## src/rtl/fpu_ss_issue_gate.sv

```systemverilog
// Issue gate between the core offload port and the fpu_ss C-request channel.
// Registers each accepted instruction for one cycle, tracks issued-but-unanswered
// instructions in an in-order pending table, and stalls any new instruction whose
// integer rs1 will be written back by a pending FP instruction.

package acc_pkg;
    parameter int AddrWidth = 32;
endpackage

module fpu_ss_issue_gate #(
    parameter int MAX_OUTSTANDING = 4,
    parameter int ADDR_WIDTH      = acc_pkg::AddrWidth,
    localparam int CNT_W          = $clog2(MAX_OUTSTANDING + 1)
) (
    input  logic                  clk_i,
    input  logic                  rst_i,
    input  logic                  core_q_valid_i,
    output logic                  core_q_ready_o,
    input  logic [ADDR_WIDTH-1:0] core_q_addr_i,
    input  logic [2:0][31:0]      core_q_rs_i,
    input  logic [31:0]           core_q_instr_data_i,
    input  logic [31:0]           core_q_hart_id_i,
    output logic                  c_q_valid_o,
    input  logic                  c_q_ready_i,
    output logic [ADDR_WIDTH-1:0] c_q_addr_o,
    output logic [2:0][31:0]      c_q_rs_o,
    output logic [31:0]           c_q_instr_data_o,
    output logic [31:0]           c_q_hart_id_o,
    input  logic                  c_p_valid_i,
    input  logic                  c_p_ready_i,
    output logic [CNT_W-1:0]      outstanding_o,
    output logic                  err_o
);

    localparam int PTR_W = (MAX_OUTSTANDING > 1) ? $clog2(MAX_OUTSTANDING) : 1;

    typedef struct packed {
        logic       valid;
        logic       int_wb;
        logic [4:0] rd;
    } pend_t;

    pend_t              tbl [MAX_OUTSTANDING];
    logic [PTR_W-1:0]   wr_ptr;
    logic [PTR_W-1:0]   rd_ptr;

    logic               new_int_wb;
    logic               new_reads_rs1;
    logic               rd_hit;
    logic               hazard;
    logic               accept;
    logic               resp_hs;
    logic               retire;

    // Instruction returns an integer result (FCMP/FCLASS/FMV.X.W/FCVT.W or CSR access).
    function automatic logic is_int_wb(input logic [31:0] instr);
        logic [6:0] op;
        logic [4:0] f5;
        logic [2:0] f3;
        op = instr[6:0];
        f5 = instr[31:27];
        f3 = instr[14:12];
        return ((op == 7'b1010011) && (f5 == 5'b11100 || f5 == 5'b10100 || f5 == 5'b11000))
            || ((op == 7'b1110011) && (f3 != 3'b000));
    endfunction

    // Instruction consumes integer rs1 (FP load/store, int->FP moves/converts, CSR reg forms).
    function automatic logic is_reads_rs1(input logic [31:0] instr);
        logic [6:0] op;
        logic [4:0] f5;
        logic [2:0] f3;
        op = instr[6:0];
        f5 = instr[31:27];
        f3 = instr[14:12];
        return (op == 7'b0000111) || (op == 7'b0100111)
            || ((op == 7'b1010011) && (f5 == 5'b11010 || f5 == 5'b11110))
            || ((op == 7'b1110011) && (f3 == 3'b001 || f3 == 3'b010 || f3 == 3'b011));
    endfunction

    // Hazard search of the new instruction's rs1 against every pending integer writer.
    always_comb begin
        // NOTE: every variable written here gets a default first, so no path leaves it
        // holding its old value and no latch is inferred.
        rd_hit        = 1'b0;
        new_int_wb    = is_int_wb(core_q_instr_data_i);
        new_reads_rs1 = is_reads_rs1(core_q_instr_data_i);
        for (int i = 0; i < MAX_OUTSTANDING; i++) begin
            if (tbl[i].valid && tbl[i].int_wb && (tbl[i].rd != 5'd0)
                && (tbl[i].rd == core_q_instr_data_i[19:15])) begin
                rd_hit = 1'b1;
            end
        end
        hazard = new_reads_rs1 & rd_hit;
    end

    assign core_q_ready_o = ~hazard
                          & (outstanding_o < CNT_W'(MAX_OUTSTANDING))
                          & (~c_q_valid_o | c_q_ready_i);
    assign accept  = core_q_valid_i & core_q_ready_o;
    assign resp_hs = c_p_valid_i & c_p_ready_i;
    assign retire  = resp_hs & (outstanding_o != '0);

    // Output register, pending table, pointers, outstanding count and sticky error.
    always_ff @(posedge clk_i) begin
        if (rst_i) begin
            // NOTE: the pending table is only a handful of flops and its valid bits gate
            // the hazard search, so it is cleared on reset rather than left as memory.
            for (int i = 0; i < MAX_OUTSTANDING; i++) begin
                tbl[i] <= '0;
            end
            c_q_valid_o      <= 1'b0;
            c_q_addr_o       <= '0;
            c_q_rs_o         <= '0;
            c_q_instr_data_o <= '0;
            c_q_hart_id_o    <= '0;
            wr_ptr           <= '0;
            rd_ptr           <= '0;
            outstanding_o    <= '0;
            err_o            <= 1'b0;
        end else begin
            // NOTE: non-blocking assignments throughout, so every register here sees the
            // pre-edge values regardless of statement order.
            if (accept) begin
                c_q_valid_o      <= 1'b1;
                c_q_addr_o       <= core_q_addr_i;
                c_q_rs_o         <= core_q_rs_i;
                c_q_instr_data_o <= core_q_instr_data_i;
                c_q_hart_id_o    <= core_q_hart_id_i;
            end else if (c_q_ready_i) begin
                c_q_valid_o      <= 1'b0;
            end

            // Table is never full and empty at once, so retire and accept hit distinct slots.
            if (retire) begin
                tbl[rd_ptr].valid <= 1'b0;
                rd_ptr <= (rd_ptr == PTR_W'(MAX_OUTSTANDING - 1)) ? '0 : rd_ptr + 1'b1;
            end
            if (accept) begin
                tbl[wr_ptr] <= '{valid: 1'b1, int_wb: new_int_wb, rd: core_q_instr_data_i[11:7]};
                wr_ptr <= (wr_ptr == PTR_W'(MAX_OUTSTANDING - 1)) ? '0 : wr_ptr + 1'b1;
            end

            case ({accept, retire})
                2'b10:   outstanding_o <= outstanding_o + 1'b1;
                2'b01:   outstanding_o <= outstanding_o - 1'b1;
                default: outstanding_o <= outstanding_o;
            endcase

            if (resp_hs && (outstanding_o == '0)) begin
                err_o <= 1'b1;
            end
        end
    end

endmodule

```

## config.mk

```make
export PLATFORM = sky130hd
export DESIGN_NAME = fpu_ss_issue_gate
export DESIGN_NICKNAME = d
export VERILOG_FILES = /design/src/rtl/fpu_ss_issue_gate.sv
export SDC_FILE = /design/constraint.sdc
export NUM_CORES = 1
export LEC_CHECK = 0
export BUFFER_PORTS_ARGS = -buffer_cell sky130_fd_sc_hd__buf_4
export CORE_AREA = 2 2 153 155
export CTS_BUF_LIST = sky130_fd_sc_hd__clkbuf_4 sky130_fd_sc_hd__clkbuf_8
export CTS_CLUSTER_SIZE = 8
export DETAILED_ROUTE_END_ITERATION = 6
export DIE_AREA = 0 0 155 157
export GPL_TIMING_DRIVEN = 0
export PLACE_DENSITY = 0.73
export REMOVE_ABC_BUFFERS = 1
export SYNTH_ARGS = -nofsm -noshare
export SYNTH_HDL_FRONTEND = slang
export SYNTH_SLANG_ARGS = --single-unit
```

## constraint.sdc

```tcl
create_clock -name clk_i -period 6.9 [get_ports clk_i]
set_input_delay 0.69 -clock clk_i [delete_from_list [all_inputs] [get_ports clk_i]]
set_output_delay 0.69 -clock clk_i [all_outputs]
set_load 0.02 [all_outputs]
```

# Yosys cells after proc, flatten, opt, wreduce, memory -nomap -nowiden
# Memory sizes are Yosys's and may differ from the RTL's.
# Index checks and enable logic that the tools add are counted.
dict set report op_classes {
  n_lt_le_gt_ge 1
  reduce_logical 37
  n_addsub 4
  bitwise 9
  n_eq_ne 20
  muxes 23
}
# cell count
set op_table {}
lappend op_table {{5-bit equality test (second input constant)} 5}
lappend op_table {{5-bit equality test} 4}
lappend op_table {{5-bit nonzero test} 4}
lappend op_table {{1-bit logical AND} 17}
lappend op_table {{1-bit 2-to-1 mux} 15}
lappend op_table {{7-bit equality test (second input constant)} 2}
lappend op_table {{7-bit 2-to-1 mux} 2}
lappend op_table {{7-bit OR reduction} 2}
lappend op_table {{2-bit 2-to-1 mux} 5}
lappend op_table {{1-bit logical OR} 9}
lappend op_table {{7-bit by 3-bit equality test with 1-bit output (second input constant)} 1}
lappend op_table {{7-bit by 6-bit equality test with 1-bit output (second input constant)} 1}
lappend op_table {{1-bit bitwise AND} 6}
lappend op_table {{2-bit equality test (second input constant)} 3}
lappend op_table {{3-bit by 2-bit equality test with 1-bit output (second input constant)} 2}
lappend op_table {{3-bit case mux with 2 select lines} 1}
lappend op_table {{3-bit nonzero test} 2}
lappend op_table {{2-bit by 1-bit adder with 2-bit output (second input constant)} 2}
lappend op_table {{2-bit nonzero test} 2}
lappend op_table {{3-bit by 1-bit adder with 3-bit output (second input constant)} 1}
lappend op_table {{3-bit by 1-bit equality test with 1-bit output (second input constant)} 1}
lappend op_table {{3-bit zero test} 1}
lappend op_table {{3-bit < comparator (second input constant)} 1}
lappend op_table {{3-bit by 1-bit subtractor with 3-bit output (second input constant)} 1}
lappend op_table {{other kinds (3)} 4}
dict set report totals {
  ff_bits 201
  ramBits 28
  input_bits 198
  memories 1
  output_inout_bits 198
}
# memory depth word_bits read_ports rd_ports_with_merged_regs write_ports line
set mem_list {}
lappend mem_list {tbl 4 7 4 0 4 43} ;# pend_t tbl [MAX_OUTSTANDING];

# Longest topological paths before layout
# An unclocked memory read counts as a cell.
dict set report depth {
  word_depth 18
  ltp_mapped 15
}

# Worst setup path before layout
# OpenSTA, ideal clock, no wires.
dict set report synth_timing {
  path_type {input -> register}
  startpoint {input core_q_instr_data_i[17]}
  endpoint {register outstanding_o[2]}
  stages 15
  arrival_time_ns 3.160
  required_ns 6.830
  slack_ns 3.669
  setup_ns 0.070
  cell_sequence {buf_6 -> xnor2_2 -> o2111ai_1 -> nor4_1 -> a22o_2 -> o21a_4 -> buf_12 -> nor2_8 -> inv_2 -> ha_1 -> inv_1 -> fa_1 -> xor2_1 -> or3_1 -> a21oi_1}
}
dict set report synth_via {
  elab_chain_len 13
  word_cells_on_any_way 21
  cone_classes {eq/ne: 6; mux: 5; bitwise: 5; reduce/logical: 5}
}
# element line
set synth_rtl {}
lappend synth_rtl {{start: declaration} 21} ;# input logic [31:0] core_q_instr_data_i,
lappend synth_rtl {{5-bit equality test} 89} ;# && (tbl[i].rd == core_q_instr_data_i[19:15])) begin
lappend synth_rtl {{1-bit logical AND} 89}
lappend synth_rtl {{1-bit 2-to-1 mux (3 in series)} 88} ;# if (tbl[i].valid && tbl[i].int_wb && (tbl[i].rd != 5'd0)
lappend synth_rtl {{1-bit 2-to-1 mux *} 88}
lappend synth_rtl {{1-bit bitwise AND *} 93} ;# hazard = new_reads_rs1 & rd_hit;
lappend synth_rtl {{1-bit NOT *} 96} ;# assign core_q_ready_o = ~hazard
lappend synth_rtl {{1-bit bitwise AND *} 97} ;# & (outstanding_o < CNT_W'(MAX_OUTSTANDING))
lappend synth_rtl {{1-bit bitwise AND *} 98} ;# & (~c_q_valid_o | c_q_ready_i);
lappend synth_rtl {{1-bit bitwise AND *} 99} ;# assign accept = core_q_valid_i & core_q_ready_o;
lappend synth_rtl {{2-bit by 1-bit equality test with 1-bit output / 2-bit equality test (equally long branches)} 143} ;# case ({accept, retire})
lappend synth_rtl {{3-bit case mux with 2 select lines / 2-bit nonzero test (equally long branches)} n/a}
lappend synth_rtl {{end signal: assignment} 144} ;# 2'b10: outstanding_o <= outstanding_o + 1'b1;
lappend synth_rtl {{end signal: assignment} 145} ;# 2'b01: outstanding_o <= outstanding_o - 1'b1;
lappend synth_rtl {{end signal: assignment} 146} ;# default: outstanding_o <= outstanding_o;
lappend synth_rtl {{end: declaration} 31} ;# output logic [CNT_W-1:0] outstanding_o,
# Mark *: on every way between the ends. The rest lies on a longest branch, timed or not.
# A chain may end at the register's enable or synchronous reset.

==> flow_metrics.py <==
metrics = {
    "outcome": {
        "status": "completed",
    },
    "sta": {
        "fin_crit_sh_pct": 54.8,
        "hold_viol_final": 0,
        "finalSetupTns_ps": 0,
        "tightest_slew_ps": 794,
        "relSlewSlack_pct": 46.9,
        "timing.hold.ws_ps": 412,
        "rsz0062_at_grt": "false",
        "setup_violations": 0,
        "finalMaxSlewViolations": 0,
        "finalWorstPathRequiredPeriod_ps": 3780,
        "fmax_ghz": 0.265,
        "skew_ps": 13.0,
    },
    "detailed_routing": {
        "first_pass_iters": 6,
        "met1_length_um": 12000,
        "wl_per_cell_um": 17.4,
        "via_per_inst": 5.41,
        "wl_um": 30100,
        "met3WireLength_um": 2600,
        "wl_met2_um": 14400,
        "ant_nets": 0,
        "top_layer": "met4",
        "drc": 0,
        "vias": 9339,
        "dr.first_iter.drc_count": 803,
    },
    "power": {
        "ir_drop_mv": 0.167,
        "powerDensity_nw_per_um2": 273,
        "power_mw": 3.62,
        "total_leakage_power_nw": 5.63,
    },
    "synthesis": {
        "syn_avg_cell_area_um2": 8.77,
        "synth_mux_area_share_pct": 0,
        "synthSimpleGateAreaFrac_pct": 14.8,
        "synth_compound_area_share_pct": 23.1,
        "yosysTopAreaCell": "dfxtp_1",
        "synth.most_common_cell": "dfxtp_1",
        "synth_seq_cells": 229,
        "yosysSeqAreaShare_pct": 51.2,
        "synth_top_family_by_area": "compound AO/OA/AOI/OAI gates",
        "synth_edf_count": 24,
        "async_flop_share_pct": 0,
        "yosys_warnings": 0,
        "synth_top_area_share_pct": 43.6,
        "synth_common_cells": "dfxtp_1, a21oi_1, nand3_1",
        "synth_area_um2": 9420,
        "synthCells": 1074,
        "synthDistinctLibCells": 47,
        "synthTopCellsByArea": "dfxtp_1, a21oi_1, nand3_1, o21ai_1, edfxtp_1",
        "synth_flop_cell": "dfxtp_1",
        "synthXorXnorAreaFrac_pct": 1.75,
        "synth_fa_ha_area_share_pct": 1.01,
    },
    "floorplanning": {
        "core-area_um2": 22500,
        "start_util_pct": 41.9,
        "die_y_um": 157,
        "die_width_um": 155,
        "io_pins": 396,
        "rows": 55,
        "die_area_um2": 24300,
    },
    "setup_path": {
        "path_buf_inv": 3,
        "slowest_stage": "nand2_1",
        "crit_fanout": 32,
        "crit_type": "flip-flop to primary output",
        "cp-end-kind": "primary output",
        "required_ps": 6210,
        "slowest_delay_ps": 490,
        "cp_data_arrival_time_ps": 3090,
        "startpoint_type": "flip-flop",
        "path_delay_family": "simple AND/OR/NAND/NOR gates",
        "path_cells": "nor4_1 -> o21ai_0 -> a22o_2 -> o21ai_4 -> buf_12 -> nand2_1 -> inv_1 -> buf_4",
    },
    "placement": {
        "io_buffers": 395,
        "hpwlAfterDp_um": 20400,
        "gp_congestion": 0.809,
    },
    "global_routing": {
        "grt_usage_pct": 23.4,
        "grt_pass1_vias": 8783,
        "antenna_found_initial": 0,
        "grt_max_degree": 126,
        "grt_pass1_wl_um": 46300,
        "grt_overflow": 0,
    },
    "finish": {
        "diodes": 0,
        "nFillCells": 1976,
        "finalNetCount": 1614,
        "postLayoutCoreUtil_pct": 59.0,
        "syn2layout_area_growth_pct": 41.0,
        "seqCellArea_um2": 4820,
        "multi_input_area_um2": 3840,
        "final_layout_size_suffix_gt1_share_pct": 34.3,
    },
    "cts": {
        "cts_tree": "built",
        "clk_pin_slew_worst_paths_ps": 70,
        "clock_latency_ps": 530,
        "cts_sinks": 229,
        "cts_buffers": 41,
        "cts_hold_buffers": 0,
        "root_buffer": "clkbuf_8",
        "cts_buffer_depth": 3,
        "cts_resized": 0,
        "cts_setup_buffers": 0,
        "htree_levels": 2,
    },
    "flow_run": {
        "maxCapViolations": 0,
    },
    "worst_hold_path": {
        "hp-class": "input pin to flip-flop",
    },
}
-- registers in the layout, summed over array words and instances (netlist names), 2 cells and up --
signal            flops
tbl                  28
outstanding_o         3
wr_ptr                2
c_q_addr_o           32
c_q_rs_o             96
c_q_hart_id_o        32
c_q_instr_data_o     32
rd_ptr                2
-- placed cells by master (no fill, tap or decap), drive strengths merged, types with 2 or more instances in the layout --
master / n
inv: 12
xor2: 11
nor2: 11
buf: 408
nand4b: 2
nand2: 16
nor3: 24
nor4: 7
clkinv: 6
clkbuf: 68
nor4b: 4
a21oi: 199
nand4: 2
edfxtp: 24
o21ai: 200
xnor2: 7
nand2b: 6
ha: 6
o31ai: 3
dfxtp: 205
nand3: 195
o22ai: 5
o211ai: 2
a21o: 4
-- where the power goes --
group          internal (mW)  leakage [nW]  switching [mW]
clock network          0.826         0.496           0.564
logic                  0.308          3.19           0.411
registers               1.46          1.94          0.0575
-- routing by layer --
| metal | vias to the layer above | track usage, % |
|---|---|---|
| met2 | 423 | 37.8 |
| met1 | 4311 | 29.4 |
| met3 | 66 | 6.83 |
| met5 | - | 0 |
| li1 | 4539 | - |
| met4 | 0 | 9.92 |
-- cell type report --
cell class / count / share of cell area (%)
inverters: 12 / 0.339
multi-input cells: 717 / 28.9
repair buffers: 408 / 24.8
well taps: 285 / 2.68
clock buffers: 68 / 6.48
flip-flops and latches: 229 / 36.3
clock inverters: 8 / 0.508
-- kinds of logic (layout without fill, tap and decap cells) --
| group | count (synthesis) | in the layout |
|---|---|---|
| simple gates | 272 | 272 |
| buf+inv | 128 | 496 |
| flops | 229 | 229 |
| xor+xnor | 18 | 18 |
| compound gates | 420 | 420 |
| fa+ha+maj | 7 | 7 |
-- worst register-to-register path: stages, from the launching register on --
cell and delay (ps):
edfxtp_1 410, xnor2_2 130, o2111ai_1 130, nor4_1 330, a22o_2 250, o21a_4 480
buf_16 370, nor2_8 110, inv_2 110, ha_1 190, inv_1 60, fa_1 380
xor2_1 150, or3_1 300, a21oi_1 130
-- per-stage QoR --
stage / worst slack, ps / cell area (µm²) / instances
final: 3120 / 13300 / 1727
after global routing: 2950 / 13300 / 1727
after CTS: 3100 / 13300 / 1727
after detailed placement: 2830 / 12400 / 1651
after global placement: -1270 / 12000 / 1638
after floorplan: 1000 / 8700 / 958
-- final timing paths --
| check | from | endpoint | slack [ps] | depth (start not counted) |
|---|---|---|---|---|
| worst min register to register | c_q_rs_o[69]$_SDFFE_PP0P_ | c_q_rs_o[69]$_SDFFE_PP0P_ | 470 | 2 |
| worst max register to register | tbl[0][2]$_SDFFCE_PN0P_ | outstanding_o[2]$_SDFFE_PP0P_ | 3290 | 14 |
| worst max-delay path | tbl[3][0]$_SDFFCE_PN0P_ | core_q_ready_o | 3120 | 8 |
| worst min-delay path | core_q_rs_i[65] | c_q_rs_o[65]$_SDFFE_PP0P_ | 410 | 3 |
Note: power is estimated with default switching activity, not from simulation.
